File: src/rtl/adma_desc_fetch_if.sv
// adma_desc_fetch_if: RAM read port and descriptor hand-off bundle for the ADMA descriptor fetcher
interface adma_desc_fetch_if;
    logic [63:0] ram_address;
    logic        ram_read;
    logic [31:0] ram_data_out;
    logic        desc_valid;
    logic        desc_ack;
    logic [63:0] desc_addr;
    logic [15:0] desc_len;
    logic [5:0]  desc_attr;
    modport master (
        output ram_address, ram_read, desc_valid, desc_addr, desc_len, desc_attr,
        input  ram_data_out, desc_ack
    );
    modport slave (
        input  ram_address, ram_read, desc_valid, desc_addr, desc_len, desc_attr,
        output ram_data_out, desc_ack
    );
endinterface

File: src/rtl/adma_desc_fetch.sv
// adma_desc_fetch: walks an ADMA descriptor table over a 32-bit RAM port and hands transfer descriptors downstream
module adma_desc_fetch #(
    parameter int MAX_DESC    = 16,
    parameter int DESC_STRIDE = 12
) (
    input  logic              CLK,
    input  logic              RESET,
    input  logic              start,
    input  logic              abort,
    input  logic [63:0]       base_addr,
    adma_desc_fetch_if.master bus,
    output logic              busy,
    output logic              done,
    output logic              error
);
    typedef enum logic [3:0] {IDLE, FETCH0, FETCH1, FETCH2, LAST, DECODE, PRESENT, DONE, ERROR} state_t;
    state_t      state, state_n;
    logic [63:0] ptr, ptr_n, d_addr, link_addr;
    logic [15:0] cnt, cnt_n, c_len, d_len;
    logic [5:0]  c_attr, d_attr;
    logic [31:0] w1, w2;
    logic        load;
    assign link_addr      = {w2, w1};
    assign busy           = state inside {FETCH0, FETCH1, FETCH2, LAST, DECODE, PRESENT};
    assign done           = state == DONE;
    assign error          = state == ERROR;
    assign bus.desc_valid = state == PRESENT;
    assign bus.desc_addr  = d_addr;
    assign bus.desc_len   = d_len;
    assign bus.desc_attr  = d_attr;
    always_comb begin
        state_n         = state;
        ptr_n           = ptr;
        cnt_n           = cnt;
        load            = 1'b0;
        bus.ram_read    = 1'b0;
        bus.ram_address = ptr;
        case (state)
            IDLE, DONE, ERROR: if (start) begin
                state_n = FETCH0;
                ptr_n   = base_addr;
                cnt_n   = '0;
            end
            FETCH0: if (ptr[1:0] != 2'b00 || cnt == 16'(MAX_DESC)) state_n = ERROR;
                    else begin
                        bus.ram_read = 1'b1;
                        state_n      = FETCH1;
                    end
            FETCH1: begin
                bus.ram_read    = 1'b1;
                bus.ram_address = ptr + 64'd4;
                state_n         = FETCH2;
            end
            FETCH2: begin
                bus.ram_read    = 1'b1;
                bus.ram_address = ptr + 64'd8;
                state_n         = LAST;
            end
            LAST: state_n = DECODE;
            DECODE: begin
                cnt_n = cnt + 16'd1;
                if (!c_attr[0]) state_n = ERROR;
                else if (c_attr[5:4] == 2'b01) begin
                    load    = 1'b1;
                    state_n = PRESENT;
                end else if (c_attr[5:4] == 2'b11) begin
                    // link ignores its end bit; a misaligned target is a fault
                    state_n = link_addr[1:0] != 2'b00 ? ERROR : FETCH0;
                    ptr_n   = link_addr;
                end else begin
                    state_n = c_attr[1] ? DONE : FETCH0;
                    ptr_n   = ptr + 64'(DESC_STRIDE);
                end
            end
            PRESENT: if (bus.desc_ack) begin
                state_n = d_attr[1] ? DONE : FETCH0;
                ptr_n   = ptr + 64'(DESC_STRIDE);
            end
            default: state_n = IDLE;
        endcase
        if (abort) begin
            state_n = IDLE;
            load    = 1'b0;
        end
    end
    always_ff @(posedge CLK or posedge RESET) begin
        if (RESET) begin
            state  <= IDLE;
            ptr    <= '0;
            cnt    <= '0;
            c_attr <= '0;
            c_len  <= '0;
            w1     <= '0;
            w2     <= '0;
            d_addr <= '0;
            d_len  <= '0;
            d_attr <= '0;
        end else begin
            state <= state_n;
            ptr   <= ptr_n;
            cnt   <= cnt_n;
            if (state == FETCH1) begin
                c_attr <= bus.ram_data_out[5:0];
                c_len  <= bus.ram_data_out[31:16];
            end
            if (state == FETCH2) w1 <= bus.ram_data_out;
            if (state == LAST) w2 <= bus.ram_data_out;
            if (load) begin
                d_addr <= link_addr;
                d_len  <= c_len;
                d_attr <= c_attr;
            end
        end
    end
endmodule

File: src/flat_wrapper.sv
// flat-port wrapper written by rule: the top's interface ports become plain ports
module adma_desc_fetch_flat 
#(
    parameter int MAX_DESC    = 16,
    parameter int DESC_STRIDE = 12
)
  (CLK, RESET, start, abort, base_addr, busy, done, error, bus_ram_address, bus_ram_read, bus_desc_valid, bus_desc_addr, bus_desc_len, bus_desc_attr, bus_ram_data_out, bus_desc_ack);
  adma_desc_fetch_if bus_i ();
  input  logic CLK;
  input  logic RESET;
  input  logic start;
  input  logic abort;
  input  logic [63:0] base_addr;
  output logic busy;
  output logic done;
  output logic error;
  output wire logic [$bits(bus_i.ram_address)-1:0] bus_ram_address;
  output wire logic [$bits(bus_i.ram_read)-1:0] bus_ram_read;
  output wire logic [$bits(bus_i.desc_valid)-1:0] bus_desc_valid;
  output wire logic [$bits(bus_i.desc_addr)-1:0] bus_desc_addr;
  output wire logic [$bits(bus_i.desc_len)-1:0] bus_desc_len;
  output wire logic [$bits(bus_i.desc_attr)-1:0] bus_desc_attr;
  input wire logic [$bits(bus_i.ram_data_out)-1:0] bus_ram_data_out;
  input wire logic [$bits(bus_i.desc_ack)-1:0] bus_desc_ack;
  assign bus_ram_address = bus_i.ram_address;
  assign bus_ram_read = bus_i.ram_read;
  assign bus_desc_valid = bus_i.desc_valid;
  assign bus_desc_addr = bus_i.desc_addr;
  assign bus_desc_len = bus_i.desc_len;
  assign bus_desc_attr = bus_i.desc_attr;
  assign bus_i.ram_data_out = bus_ram_data_out;
  assign bus_i.desc_ack = bus_desc_ack;
  adma_desc_fetch #(.MAX_DESC(MAX_DESC), .DESC_STRIDE(DESC_STRIDE)) u_core (.CLK(CLK), .RESET(RESET), .start(start), .abort(abort), .base_addr(base_addr), .bus(bus_i), .busy(busy), .done(done), .error(error));
endmodule
File: config.mk
export PLATFORM = sky130hd
export DESIGN_NAME = adma_desc_fetch_flat
export DESIGN_NICKNAME = d
export VERILOG_FILES = /design/src/rtl/adma_desc_fetch_if.sv /design/src/rtl/adma_desc_fetch.sv /design/src/flat_wrapper.sv
export SDC_FILE = /design/constraint.sdc
export NUM_CORES = 1
export LEC_CHECK = 0
export BUFFER_PORTS_ARGS = -buffer_cell sky130_fd_sc_hd__buf_2
export CELL_PAD_IN_SITES_DETAIL_PLACEMENT = 0
export CELL_PAD_IN_SITES_GLOBAL_PLACEMENT = 1
export CORE_ASPECT_RATIO = 2
export CORE_MARGIN = 5
export CORE_UTILIZATION = 47
export CTS_CLUSTER_DIAMETER = 100
export CTS_CLUSTER_SIZE = 20
export DETAILED_ROUTE_END_ITERATION = 10
export PLACE_DENSITY_LB_ADDON = 0.1
export SLEW_MARGIN = 40
export SYNTH_ARGS = -nofsm -noshare
export SYNTH_HDL_FRONTEND = slang
export SYNTH_SLANG_ARGS = --single-unit
export TNS_END_PERCENT = 5
File: constraint.sdc
create_clock -name CLK -period 14.15 [get_ports CLK]
set_input_delay 1.415 -clock CLK [delete_from_list [all_inputs] [get_ports CLK]]
set_output_delay 1.415 -clock CLK [all_outputs]
set_load 0.01 [all_outputs]
==> reports/results.tsv <==
stage	metric	value	unit
critical_path	Worst Setup SP	u_core.state[0]	
status	outcome	completed	
global_routing	global-route congestion overflow total	0	
timing	Final Hold Fails	0	
floorplan	die width	131	um
synth	fraction of synthesized cell area taken by the top area cell type	46.8	%
floorplan	number of top-level pins	256	
clocking	CTS resizes	0	
critical_path	Setup Crit Path Kind	reg -> out	
synth	Synth area leader	dfrtp_1	
flow_run	number of max-capacitance violations reported	0	
floorplan	vertical die dimension	251	um
critical_path	arrival time at the worst endpoint	3.66	ns
timing	measured slew at the worst slew-check pin	0.855	ns
timing	worst slew margin relative to its limit	42.9	%
synth	mapped cell area	0.0137	mm^2
route	final routed DRC violation total	0	
clocking	htree depth	1	
global_routing	number of global-route vias before repair	12400	
clocking	clock tree from TritonCTS	done	
timing	clk_skew	0.0245	ns
timing	Period Utilization, post-route	35.9	%
synth	async set-reset flop share out of synthesis	100	%
critical_path	worst-path cell chain	or4b_1 -> or4_1 -> a21oi_1 -> and3_1 -> xor2_1 -> buf_2	
timing	count of final setup violators	0	
global_routing	pin count of the biggest net entering global routing	98	
finish	layout cell share with drive strength beyond 1	30.2	%
critical_path	largest incremental delay on the critical path	0.73	ns
synth	Synthesis Warnings	0	
floorplan	Total Die Area	0.0328	mm^2
route	wire length reported by the detailed router	53100	um
critical_path	master of the slowest instance on the critical path	or4b_1	
global_routing	antenna violations before repair	7	
synth	number of flops mapped to enable cells by yosys	0	
clocking	clock tree root buffer cell	clkbuf_16	
route	DR pass1 iterations	7	
placed_design	gp weighted congestion	0.999	
clocking	CTS Buf Count	16	
synth	number of unique standard cell types used by synthesis	72	
timing	maximum clock frequency	197	MHz
synth	Mapped Nets	1487	
critical_path	number of cells on the worst reg-to-reg path	7	
critical_path	slack of the worst reg-to-reg path	10.04	ns
synth	Synth Instances	1380	
power_and_ir_drop	Power Dens Cells	146	mW/mm^2
critical_path	end point of the critical path	bus_ram_address[56]	
route	post-DR wirelength/cell	27.5	um
placed_design	I/O Buffers	255	
route	average vias per placed instance	6.32	
worst_hold_path	Hold Crit Class	reg -> reg	
clocking	Max clock buf depth	3	
critical_path	Worst Path Max Fanout	21	
floorplan	number of standard-cell rows in the floorplan	88	
critical_path	beginning of the worst register-to-register path	u_core.state[0]	
critical_path	Startpoint Class	flop	
clocking	post-CTS setup buffer count	0	
synth	dominant cells by area after synthesis	dfrtp_1 (47%), mux2_2 (12%), o21ai_0 (4.2%), nand2_1 (4.2%), nor2_1 (2.1%)	
synth	register area share after synthesis	46.8	%
clocking	clk slew on worst S/H paths	0.09	ns
power_and_ir_drop	worst ir drop on vdd	0.0900	mV
timing	final setup slack of the worst path	9.08	ns
floorplan	Initial Utilization	47.4	%
global_routing	aggregate global-route resource usage	32.0	%
synth	register bit total from synthesis	256	
clocking	Clk Latency, worst-skew pair	0.51	ns
global_routing	wire length of the first global-routing pass	78600	um
synth	Post-Syn Area per Cell	9.91	um^2
critical_path	crit end category	primary output	
timing	count of pins over their slew limit	0	
critical_path	worst endpoint required time	12.73	ns
floorplan	core area	0.0288	mm^2
critical_path	endpoint of the most critical register-to-register path	u_core.ptr[23]	
route	routed vias	12200	
route	drt first-iter violations	1217	
timing	Tmin final	5.07	ns
synth	flip-flop cell with the highest count after synthesis	dfrtp_1	
route	Post-DRT Antenna Nets	0	
power_and_ir_drop	Pleak	7.38	nW
timing	setup repair after global routing missed its margin	false	
timing	setup TNS after final layout	0	ns
finish	net total in the final layout	1673	
clocking	hold buffers post-CTS	0	
finish	post-synthesis to final-layout area growth	14.7	%
placed_design	HPWL Detailed	39900	um
placed_design	Post-Place Worst Slack	9.73	ns
clocking	CTS sink cnt	256	
-- worst max-delay path: cells and delay by family (launching register included) --
kind / cells / cell delay, ns
AOI/OAI and AO/OA: 1 / 0.65
and+or+nand+nor: 3 / 1.55
buffers and inverters: 1 / 0.15
DFF: 1 / 0.67
xor gates and xnor gates: 1 / 0.14
-- layout by cell type, fill, tap and decap left out, types with 4 or more instances in the layout --
cell type  instances
dfrtp_1          256
buf_2            255
nand2_1          152
mux2_2           147
o21ai_0          116
nor2_1            76
nand4_1           44
nand3_1           41
nor3_1            37
xnor2_1           33
a21oi_1           31
a22oi_1           28
xor2_1            27
inv_1             24
a22o_1            24
nor4_1            23
a31oi_1           21
clkbuf_16         17
a221oi_1          16
and2_1            15
buf_4             13
a222oi_1          11
and3_1            10
o211ai_1           9
and4_1             9
o31a_1             9
or3_1              8
o2bb2ai_1          8
or2_2              7
ha_1               6
diode_2            5
o31ai_1            5
or4_1              5
nor2b_1            4
o21a_1             4
nor3_2             4
o21ai_1            4
o41ai_1            4
nor4_2             4
-- state kept, by name, indices dropped and copies added (netlist names) --
register and count:
u_core.bus.desc_len 16, u_core.state 4, u_core.c_attr 6, u_core.c_len 16
u_core.cnt 16, u_core.bus.desc_addr 64, u_core.ptr 64, u_core.bus.desc_attr 6
u_core.w1 32, u_core.w2 32
-- power breakdown --
part	switching (W)	internal (W)	total, W
logic	0.000335	0.000265	0.000600
clock network	0.000252	0.000226	0.000478
registers	0.000299	0.000915	0.00121
total	0.000886	0.00141	0.00229
-- through the flow --
step                      hold WS [ns]  total power, W  area (um^2)  cells  util [%]
after floorplan                  0.442         0.00152        13700   1380         -
after CTS                        0.475         0.00229        15600   1926      54.2
after detailed placement         0.453         0.00182        15200   1907      52.6
after global placement           0.447         0.00180        15100   1905      52.4
final                            0.468         0.00229        15700   1932      54.4
after global routing             0.507         0.00240        15700   1932      54.4
-- final cells by class --
| type | instances | area, um^2 |
|---|---|---|
| antenna | 5 | 12.5 |
| clock buffer | 19 | 453 |
| fill | 2768 | 13200 |
| inverter | 25 | 101 |
| multi-input combinational | 994 | 6800 |
| sequential | 256 | 6410 |
| tap | 360 | 450 |
| timing repair buffer | 273 | 1460 |
-- synthesized netlist by cell type, types with 11 or more instances --
library cell  count
a21oi_1          31
a221oi_1         16
a222oi_1         11
a22o_1           24
a22oi_1          28
a31oi_1          21
and2_1           16
buf_2            25
clkbuf_1         67
dfrtp_1         256
inv_1            25
mux2_2          147
nand2_1         153
nand3_1          41
nand4_1          44
nor2_1           77
nor3_1           40
nor4_1           25
o21ai_0         116
xnor2_1          33
xor2_1           27
-- cells by family (layout without fill, tap and decap cells) --
logic type      Yosys count  after routing  share of synthesized area, %
fa+ha+maj                 6              6                         0.549
other cells               0              5                             0
simple gates            469            469                          17.5
mux                     148            148                          12.2
xor+xnor                 60             60                          3.84
compound gates          311            311                          15.1
flops                   256            256                          46.8
buf+inv                 130            317                          3.98
-- routing by layer --
| metal | share of wire [%] | track usage, % | vias up |
|---|---|---|---|
| met5 | 0.040 | 0 | - |
| met4 | 7.9 | 20.6 | 4 |
| met3 | 6.0 | 4.98 | 165 |
| met2 | 50 | 53.3 | 578 |
| met1 | 36 | 37.5 | 6053 |
| li1 | - | - | 5412 |
-- how the worst min path moves through the flow --
stage	end	startpoint	slack [ns]	depth (start not counted)
final	u_core.bus.desc_attr[0]	u_core.bus.desc_attr[0]	0.47	1
after global routing	u_core.c_len[13]	u_core.c_len[13]	0.51	2
after CTS	u_core.bus.desc_attr[0]	u_core.bus.desc_attr[0]	0.48	1
after detailed placement	u_core.bus.desc_attr[4]	u_core.bus.desc_attr[4]	0.45	1
after global placement	u_core.bus.desc_attr[0]	u_core.bus.desc_attr[0]	0.45	1
after floorplan	u_core.c_attr[2]	u_core.c_attr[2]	0.44	2
(Power assumes the default switching activity.)
